`config.mk`:
```
export PLATFORM = sky130hd
export DESIGN_NAME = uart_tx_fifo_drain_flat
export DESIGN_NICKNAME = d
export VERILOG_FILES = /design/src/rtl/uart_pkg.sv /design/src/rtl/uart_tx_fifo_drain_if.sv /design/src/rtl/uart_baud_tick.sv /design/src/rtl/uart_tx_fifo_drain.sv /design/src/flat_wrapper.sv
export SDC_FILE = /design/constraint.sdc
export NUM_CORES = 1
export LEC_CHECK = 0
export CORE_MARGIN = 4
export CORE_UTILIZATION = 30
export CTS_CLUSTER_DIAMETER = 50
export DETAILED_ROUTE_END_ITERATION = 7
export PLACE_DENSITY = 0.57
export SKIP_CTS_REPAIR_TIMING = 1
export SYNTH_ARGS = -nofsm -noshare
export SYNTH_HDL_FRONTEND = slang
export SYNTH_SLANG_ARGS = --single-unit
```
`constraint.sdc`:
```
create_clock -name clk -period 2 [get_ports clk]
set_input_delay 0.3 -clock clk [delete_from_list [all_inputs] [get_ports clk]]
set_output_delay 0.3 -clock clk [all_outputs]
set_load 0.005 [all_outputs]
```
`src/rtl/uart_pkg.sv`:
```
// uart_pkg: state encoding, default sizing and counter-width helper shared by the UART blocks.
package uart_pkg;
    typedef enum logic [2:0] {
        IDLE   = 3'd0,
        START  = 3'd1,
        DATA   = 3'd2,
        STOP   = 3'd3,
        PARITY = 3'd4
    } uart_state_e;

    localparam int DEF_CLKS_PER_BIT = 5208;
    localparam int DEF_DATA_SIZE    = 8;

    function automatic int cnt_width(input int n);
        return (n > 2) ? $clog2(n) : 1;
    endfunction
endpackage

```
`src/rtl/uart_tx_fifo_drain_if.sv`:
```
// uart_tx_fifo_drain_if: FIFO read port plus serial-side status of the UART transmitter.
interface uart_tx_fifo_drain_if
    import uart_pkg::*;
#(
    parameter int DATA_SIZE = DEF_DATA_SIZE
);
    logic                 fifo_empty;
    logic [DATA_SIZE-1:0] fifo_data;
    logic                 fifo_read;
    logic                 tx;
    logic                 busy;
    logic                 tx_done;

    modport master (output fifo_empty, fifo_data, input fifo_read, tx, busy, tx_done);
    modport slave  (input fifo_empty, fifo_data, output fifo_read, tx, busy, tx_done);
endinterface

```
`src/rtl/uart_baud_tick.sv`:
```
// uart_baud_tick: restartable divider giving a one-cycle tick every CLKS_PER_BIT clocks.
module uart_baud_tick
    import uart_pkg::*;
#(
    parameter int CLKS_PER_BIT = DEF_CLKS_PER_BIT
) (
    input  logic clk,
    input  logic reset,
    input  logic clear,
    output logic tick
);
    localparam int W = cnt_width(CLKS_PER_BIT);

    logic [W-1:0] cnt_q, cnt_d;

    assign tick = (cnt_q == W'(CLKS_PER_BIT - 1));

    always_comb cnt_d = (clear || tick) ? '0 : cnt_q + W'(1);

    always_ff @(posedge clk or posedge reset) begin
        if (reset) cnt_q <= '0;
        else       cnt_q <= cnt_d;
    end
endmodule

```
`src/rtl/uart_tx_fifo_drain.sv`:
```
// uart_tx_fifo_drain: pops one FIFO byte per frame and serializes it LSB first, 8N1 by default.
// Defining UART_TX_PARITY_EN inserts an even-parity bit between the data bits and the stop bit.
module uart_tx_fifo_drain
    import uart_pkg::*;
#(
    parameter int DATA_SIZE    = DEF_DATA_SIZE,
    parameter int CLKS_PER_BIT = DEF_CLKS_PER_BIT
) (
    input logic                 clk,
    input logic                 reset,
    uart_tx_fifo_drain_if.slave bus
);
    localparam int BW = cnt_width(DATA_SIZE);
`ifdef UART_TX_PARITY_EN
    localparam uart_state_e AFTER_DATA = PARITY;
`else
    localparam uart_state_e AFTER_DATA = STOP;
`endif

    uart_state_e          state_q, state_d;
    logic [BW-1:0]        bit_q, bit_d;
    logic [DATA_SIZE-1:0] shift_q, shift_d;
    logic                 tx_q, tx_d;
    logic                 tick, fifo_read;
`ifdef UART_TX_PARITY_EN
    logic                 parity_q, parity_d;
`endif

    // Reset gates the pop so a byte is never lost to an aborted latch.
    assign fifo_read   = (state_q == IDLE) && !bus.fifo_empty && !reset;
    assign bus.fifo_read = fifo_read;
    assign bus.tx      = tx_q;
    assign bus.busy    = (state_q != IDLE) || fifo_read;
    assign bus.tx_done = (state_q == STOP) && tick;

    uart_baud_tick #(.CLKS_PER_BIT(CLKS_PER_BIT)) u_baud (
        .clk   (clk),
        .reset (reset),
        .clear (fifo_read),
        .tick  (tick)
    );

    always_comb begin
        state_d = state_q;
        bit_d   = bit_q;
        shift_d = shift_q;
`ifdef UART_TX_PARITY_EN
        parity_d = parity_q;
`endif
        case (state_q)
            IDLE: if (fifo_read) begin
                shift_d = bus.fifo_data;
                bit_d   = '0;
                state_d = START;
`ifdef UART_TX_PARITY_EN
                parity_d = ^bus.fifo_data;
`endif
            end
            START: if (tick) state_d = DATA;
            DATA: if (tick) begin
                if (bit_q == BW'(DATA_SIZE - 1)) state_d = AFTER_DATA;
                else begin
                    bit_d   = bit_q + BW'(1);
                    shift_d = shift_q >> 1;
                end
            end
`ifdef UART_TX_PARITY_EN
            PARITY: if (tick) state_d = STOP;
`endif
            STOP: if (tick) state_d = IDLE;
            default: state_d = IDLE;
        endcase
        // The line is driven from the next state so it is a clean registered output.
        tx_d = (state_d == START) ? 1'b0 : (state_d == DATA) ? shift_d[0] : 1'b1;
`ifdef UART_TX_PARITY_EN
        if (state_d == PARITY) tx_d = parity_q;
`endif
    end

    always_ff @(posedge clk or posedge reset) begin
        if (reset) begin
            state_q <= IDLE;
            bit_q   <= '0;
            shift_q <= '0;
            tx_q    <= 1'b1;
`ifdef UART_TX_PARITY_EN
            parity_q <= 1'b0;
`endif
        end else begin
            state_q <= state_d;
            bit_q   <= bit_d;
            shift_q <= shift_d;
            tx_q    <= tx_d;
`ifdef UART_TX_PARITY_EN
            parity_q <= parity_d;
`endif
        end
    end
endmodule

```
`src/flat_wrapper.sv`:
```
// flat-port wrapper written by rule: the top's interface ports become plain ports
module uart_tx_fifo_drain_flat import uart_pkg::*;
#(
    parameter int DATA_SIZE    = DEF_DATA_SIZE,
    parameter int CLKS_PER_BIT = DEF_CLKS_PER_BIT
)
  (clk, reset, bus_fifo_empty, bus_fifo_data, bus_fifo_read, bus_tx, bus_busy, bus_tx_done);
  uart_tx_fifo_drain_if #(.DATA_SIZE(DATA_SIZE)) bus_i ();
  input logic clk;
  input logic reset;
  input wire logic [$bits(bus_i.fifo_empty)-1:0] bus_fifo_empty;
  input wire logic [$bits(bus_i.fifo_data)-1:0] bus_fifo_data;
  output wire logic [$bits(bus_i.fifo_read)-1:0] bus_fifo_read;
  output wire logic [$bits(bus_i.tx)-1:0] bus_tx;
  output wire logic [$bits(bus_i.busy)-1:0] bus_busy;
  output wire logic [$bits(bus_i.tx_done)-1:0] bus_tx_done;
  assign bus_i.fifo_empty = bus_fifo_empty;
  assign bus_i.fifo_data = bus_fifo_data;
  assign bus_fifo_read = bus_i.fifo_read;
  assign bus_tx = bus_i.tx;
  assign bus_busy = bus_i.busy;
  assign bus_tx_done = bus_i.tx_done;
  uart_tx_fifo_drain #(.DATA_SIZE(DATA_SIZE), .CLKS_PER_BIT(CLKS_PER_BIT)) u_core (.clk(clk), .reset(reset), .bus(bus_i));
endmodule
```
* Word level (Yosys, flattened, before mapping)
Cells that the tools add are included.
W data, S select, Z words.
** Storage, ports and cells
- Input bits :: 11
- Register bits after elaboration :: 28
- Output and inout port bits :: 4
- Logic and storage cells :: 46
** Cells by class
- $add $sub $neg :: 2
- Eq/ne operators :: 10
- Mux-type cells :: 17
- Reduce and logical (&&, ||, !) cells :: 11
** Operators by type and width (number)
- $mux W3 :: 8
- $mux W8 :: 3
- $pmux W8 S2 :: 1
- $add A13 B1 Y13 const B :: 1
- $eq A13 B13 Y1 const B :: 1
- $mux W13 :: 1
- $pmux W3 S4 :: 1
- $eq A3 B2 Y1 const B :: 3
- $eq A3 B1 Y1 const B :: 2
- $pmux W3 S2 :: 1
- $ne A2 B1 Y1 const B :: 2
- $reduce_and A4 Y1 :: 1
- $add A3 B1 Y3 const B :: 1
- $eq A3 B3 Y1 const B :: 1
- $logic_and A1 B1 Y1 :: 3
- $logic_not A3 Y1 :: 1
- $reduce_bool A3 Y1 :: 1
- $logic_not A1 Y1 :: 2
- $logic_or A1 B1 Y1 :: 2
- $mux W1 :: 2
- $ne A2 B2 Y1 const B :: 1
- $reduce_bool A2 Y1 :: 1

* Logic depth before layout (Yosys ltp)
- Depth after elaboration :: 8
- Gate-level depth with buffers :: 7
- Mapped depth without buffers :: 7

* By module
From an unflattened synthesis, not the netlist that was laid out.
** Unflattened totals
- Cell total of the unflattened synthesis :: 134
- Area total of the unflattened synthesis :: 1451.4 um2
** Modules (own cells, without submodules)
- uart_tx_fifo_drain :: sequential area each 376.6 um2, area an instance 795.8 um2, times used 1, cells each 69
- uart_baud_tick :: sequential area each 325.3 um2, area an instance 655.6 um2, times used 1, cells each 65

* Least setup slack after synthesis
Ideal clock, no wire load.
- Kind :: reg2reg
- From :: reg u_core.bit_q[0]
- To :: reg u_core.bit_q[0]
- Clock period less this slack :: 1729 ps
- Cell stages (with the launch flop) :: 7
- Path slack :: 271 ps
- Setup time :: 125 ps
- Arrival :: 1604 ps
- Required time :: 1875 ps
- Path through :: dfrtp_1 ha_1 ha_1 nor4b_2 nor2b_2 nor2_1 mux2_2
** Between the ends
- Word-level cells in the longest chain between the ends :: 4
- Elaborated cells on any way between the ends :: 7
- Those cells by class :: 1 x add/sub; 2 x eq/ne; 3 x mux; 1 x reduce/logical
** Ends and longest elaborated chain
- start: declaration :: RTL line uart_tx_fifo_drain.sv:21 : logic [BW-1:0] bit_q, bit_d;
- start signal: assignment :: RTL line uart_tx_fifo_drain.sv:91 : bit_q <= bit_d;
- $add A3 B1 Y3 :: RTL line uart_tx_fifo_drain.sv:63 : bit_d = bit_q + BW'(1);
- $mux W3 :: RTL line uart_tx_fifo_drain.sv:61 : if (bit_q == BW'(DATA_SIZE - 1)) state_d = AFTER_DATA;
- $mux W3 :: RTL line uart_tx_fifo_drain.sv:60 : DATA: if (tick) begin
- $pmux W3 S2 :: RTL line uart_tx_fifo_drain.sv:50 : case (state_q)
Parallel ways exist; a longest one is shown, timed or not. The select of a mux whose other input is x is not followed.
A chain may end at the register's enable or synchronous reset.

* Worst setup path in the final report
- From :: reg u_core.state_q[0]
- To :: out bus_fifo_read
** Between the ends
- Word-level cells in the longest chain between the ends :: 3
** Ends and longest elaborated chain
- start: declaration :: RTL line uart_tx_fifo_drain.sv:20 : uart_state_e state_q, state_d;
- start signal: assignment :: RTL line uart_tx_fifo_drain.sv:90 : state_q <= state_d;
- $logic_not A3 Y1 :: RTL line uart_tx_fifo_drain.sv:30 : assign fifo_read = (state_q == IDLE) && !bus.fifo_empty && !reset;
- $logic_and A1 B1 Y1 (2 in series) :: RTL line uart_tx_fifo_drain.sv:30
- end: declaration :: RTL line flat_wrapper.sv:13 : output wire logic [$bits(bus_i.fifo_read)-1:0] bus_fifo_read;
Every way passes these cells.

==> impl_metrics.env <==
export IMPL_fin_crit_ns=1.898
export IMPL_root_buffer="clkbuf_8"
export IMPL_synth_seq_cells=28
export IMPL_coreArea_um2=4354
export IMPL_fin_worst_skew_ns=0.007614
export IMPL_vias=1063
export IMPL_cts_buffer_depth=2
export IMPL_post_route_util_pct=39.80
export IMPL_final_cell_mix="dfrtp_1 (26), nor2_1 (18), buf_4 (17)"
export IMPL_gp_congestion=0.8167
export IMPL_antenna_left=0
export IMPL_drv_cap=0
export IMPL_power_density_nw_per_um2=738.2
export IMPL_layout_drive_gt1_share_pct=18.07
export IMPL_cts_clk_slew_worst_paths_ns=0.09
export IMPL_cts_tree="yes"
export IMPL_grt_busiest_layer="met2"
export IMPL_seq_area_frac_synth_pct=51.94
export IMPL_grtUsageTotal_pct=10.89
export IMPL_wl_per_cell_um=12.71
export IMPL_vdd_ir_drop_max_mv=0.3272
export IMPL_use_met2_pct=19.63
export IMPL_p_leak_nw=0.8175
export IMPL_final_cell_count_no_fill=218
export IMPL_hold_viol_final=0
export IMPL_clock_latency_ns=0.27
export IMPL_grt_pass1_vias=1125
export IMPL_die_area_um2=5642
export IMPL_finalCritPeriodShare_pct=94.88
export IMPL_synthXorXnorAreaFrac_pct=6.481
export IMPL_swShare_pct=26.97
export IMPL_grt_use_met3_pct=1.869
export IMPL_fmax_ghz=0.5270
export IMPL_io_buffers=14
export IMPL_antenna_found_initial=0
export IMPL_synth_top_family_by_area="simple AND/OR/NAND/NOR gates"
export IMPL_netlist_area_um2=1351
export IMPL_power_switching_w=0.0003450
export IMPL_synth_fa_ha_area_share_pct=2.778
export IMPL_end_kind="output port"
export IMPL_layout_commonest_cell="dfrtp_1"
export IMPL_outcome="complete, no violations"
export IMPL_setup_viol=0
export IMPL_cts_sinks=28
export IMPL_fp_dieW_um=75.12
export IMPL_vias_per_cell=4.876
export IMPL_row_count=24
export IMPL_ys_types=33
export IMPL_synth_compound_area_share_pct=12.50
export IMPL_rsz0062_at_grt="no"
export IMPL_diodes=0
export IMPL_dp_cells=212
export IMPL_yosysWarnings=0
export IMPL_drcViolationCount=0
export IMPL_p_int_w=0.0009343
export IMPL_criticalPathCategory="reg2out"
export IMPL_syn_inst=134
export IMPL_synthMuxAreaShare_pct=0.8333
export IMPL_initialDrtViolationCount=64
export IMPL_hpwlAfterDp_um=2075
export IMPL_pin_count=15
export IMPL_slew_viol_final=0
export IMPL_grt_pass1_wl_um=4816
export IMPL_synth_simple_area_share_pct=22.78
export IMPL_syn_avg_cell_area_um2=10.08
export IMPL_initial_core_util_pct=31.03
export IMPL_first_pass_iters=4
export IMPL_syn_nets=148
export IMPL_holdWs_ns=0.4594
export IMPL_overflow=0
export IMPL_worst_setup_path_start_kind="register"
export IMPL_required_ns=1.70
export IMPL_grt_max_degree=29
export IMPL_pwr_share_comb_pct=21.6
export IMPL_arrival_ns=1.60
export IMPL_pwr_share_clk_pct=23.9
export IMPL_sequentialPowerShare_pct=54.5
export IMPL_h_tree_depth=1
export IMPL_worstPathMaxFanout=6
export IMPL_hp_class="in2async"
export IMPL_areaGrowthSynthToFinish_pct=28.24
export IMPL_nets=181
export IMPL_wl_um=2771
export IMPL_cts_buffers=3
export IMPL_fin_tns_setup_ns=0
export IMPL_gr_usage_met1_pct=13.21
export IMPL_die_h_um=75.12
==> power groups by stage <==
stage               logic, W  registers [W]  clock network (W)
floorplan           0.000129       0.000709                  0
global route        0.000306       0.000706           0.000344
global placement    0.000264       0.000701                  0
detailed placement  0.000274       0.000707                  0
CTS                 0.000275       0.000696           0.000326
finish              0.000276       0.000697           0.000306
==> critical path, cell delays in order, from the launching register on <==
cell,delay (ns)
dfrtp_2,0.46
nor3_4,0.19
nand2_2,0.10
inv_1,0.08
clkdlybuf4s50_1,0.50
==> worst paths after layout <==
path,slack [ns],to,from,depth (start not counted)
max in group asynchronous,1.23,u_core.bus.tx$_DFF_PP1_,reset,3
setup reg to reg,0.18,u_core.bit_q[0]$_DFFE_PP0P_,u_core.bit_q[0]$_DFFE_PP0P_,7
min in group clk,0.49,u_core.shift_q[4]$_DFFE_PP0P_,u_core.shift_q[4]$_DFFE_PP0P_,1
hold reg to reg,0.49,u_core.shift_q[4]$_DFFE_PP0P_,u_core.shift_q[4]$_DFFE_PP0P_,1
hold / removal,0.46,u_core.shift_q[0]$_DFF_PP0_,reset,3
setup / recovery,0.10,bus_fifo_read,u_core.state_q[0]$_DFF_PP0_,4
==> sequential cells by signal (all words and copies together) (netlist names) <==
| signal | cells |
|---|---|
| u_core.shift_q | 8 |
| u_core.state_q | 3 |
| u_core.bit_q | 3 |
| u_core.u_baud.cnt_q | 13 |
| u_core.bus.tx | 1 |
==> cells in the mapped netlist <==
cell type | count | share of area, %
dfrtp_1 | 27 | 50
nor2_1 | 18 | 5.0
nand2_1 | 17 | 4.7
a21o_1 | 6 | 3.3
a22o_1 | 6 | 3.9
inv_1 | 5 | 1.4
nand3_1 | 5 | 1.9
nor3_1 | 5 | 1.9
o21ai_0 | 5 | 1.9
xnor2_1 | 5 | 3.2
xor2_1 | 5 | 3.2
ha_1 | 3 | 2.8
or3_1 | 3 | 1.4
a21oi_1 | 2 | 0.74
a31oi_1 | 2 | 0.93
buf_2 | 2 | 0.74
nand4_1 | 2 | 0.93
a21boi_0 | 1 | 0.56
a21oi_2 | 1 | 0.65
and3_1 | 1 | 0.46
and4_1 | 1 | 0.65
and4b_1 | 1 | 0.74
and4bb_2 | 1 | 0.93
clkbuf_1 | 1 | 0.28
conb_1 | 1 | 0.28
dfstp_2 | 1 | 1.9
mux2_2 | 1 | 0.83
nand2b_1 | 1 | 0.46
nand4_4 | 1 | 1.6
nor2b_1 | 1 | 0.46
nor2b_2 | 1 | 0.65
nor4b_2 | 1 | 1.1
o31ai_1 | 1 | 0.56
==> kinds of logic after synthesis <==
logic type	after synthesis
other cells	1
fa+ha+maj	3
simple gates	59
mux	1
compound gates	24
xor+xnor	10
flops	28
buf+inv	8
==> stage by stage <==
stage | power (W) | instance area (um^2) | worst slack [ns]
after floorplan | 0.0008380 | 1351 | 0.2710
after global placement | 0.0009654 | 1655 | 0.1585
after detailed placement | 0.0009819 | 1655 | 0.1040
after CTS | 0.001297 | 1700 | -0.1990
after global routing | 0.001356 | 1733 | 0.009118
final | 0.001279 | 1733 | 0.1023
==> metal layers <==
metal / vias up / share of wire [%] / routed length (um)
met5: - / 0 / 0
met2: 20 / 52 / 1437
met1: 518 / 45 / 1248
met3: 0 / 3.1 / 85
li1: 525 / - / -
met4: 0 / 0 / 0
==> layout make-up <==
class	count	area, um^2
timing repair buffer	31	270.3
sequential	28	703.2
tap	52	65.06
multi-input combinational	98	630.6
fill	410	2621
inverter	5	18.77
clock buffer	4	45.04
Note: power is estimated with default switching activity, not from simulation.
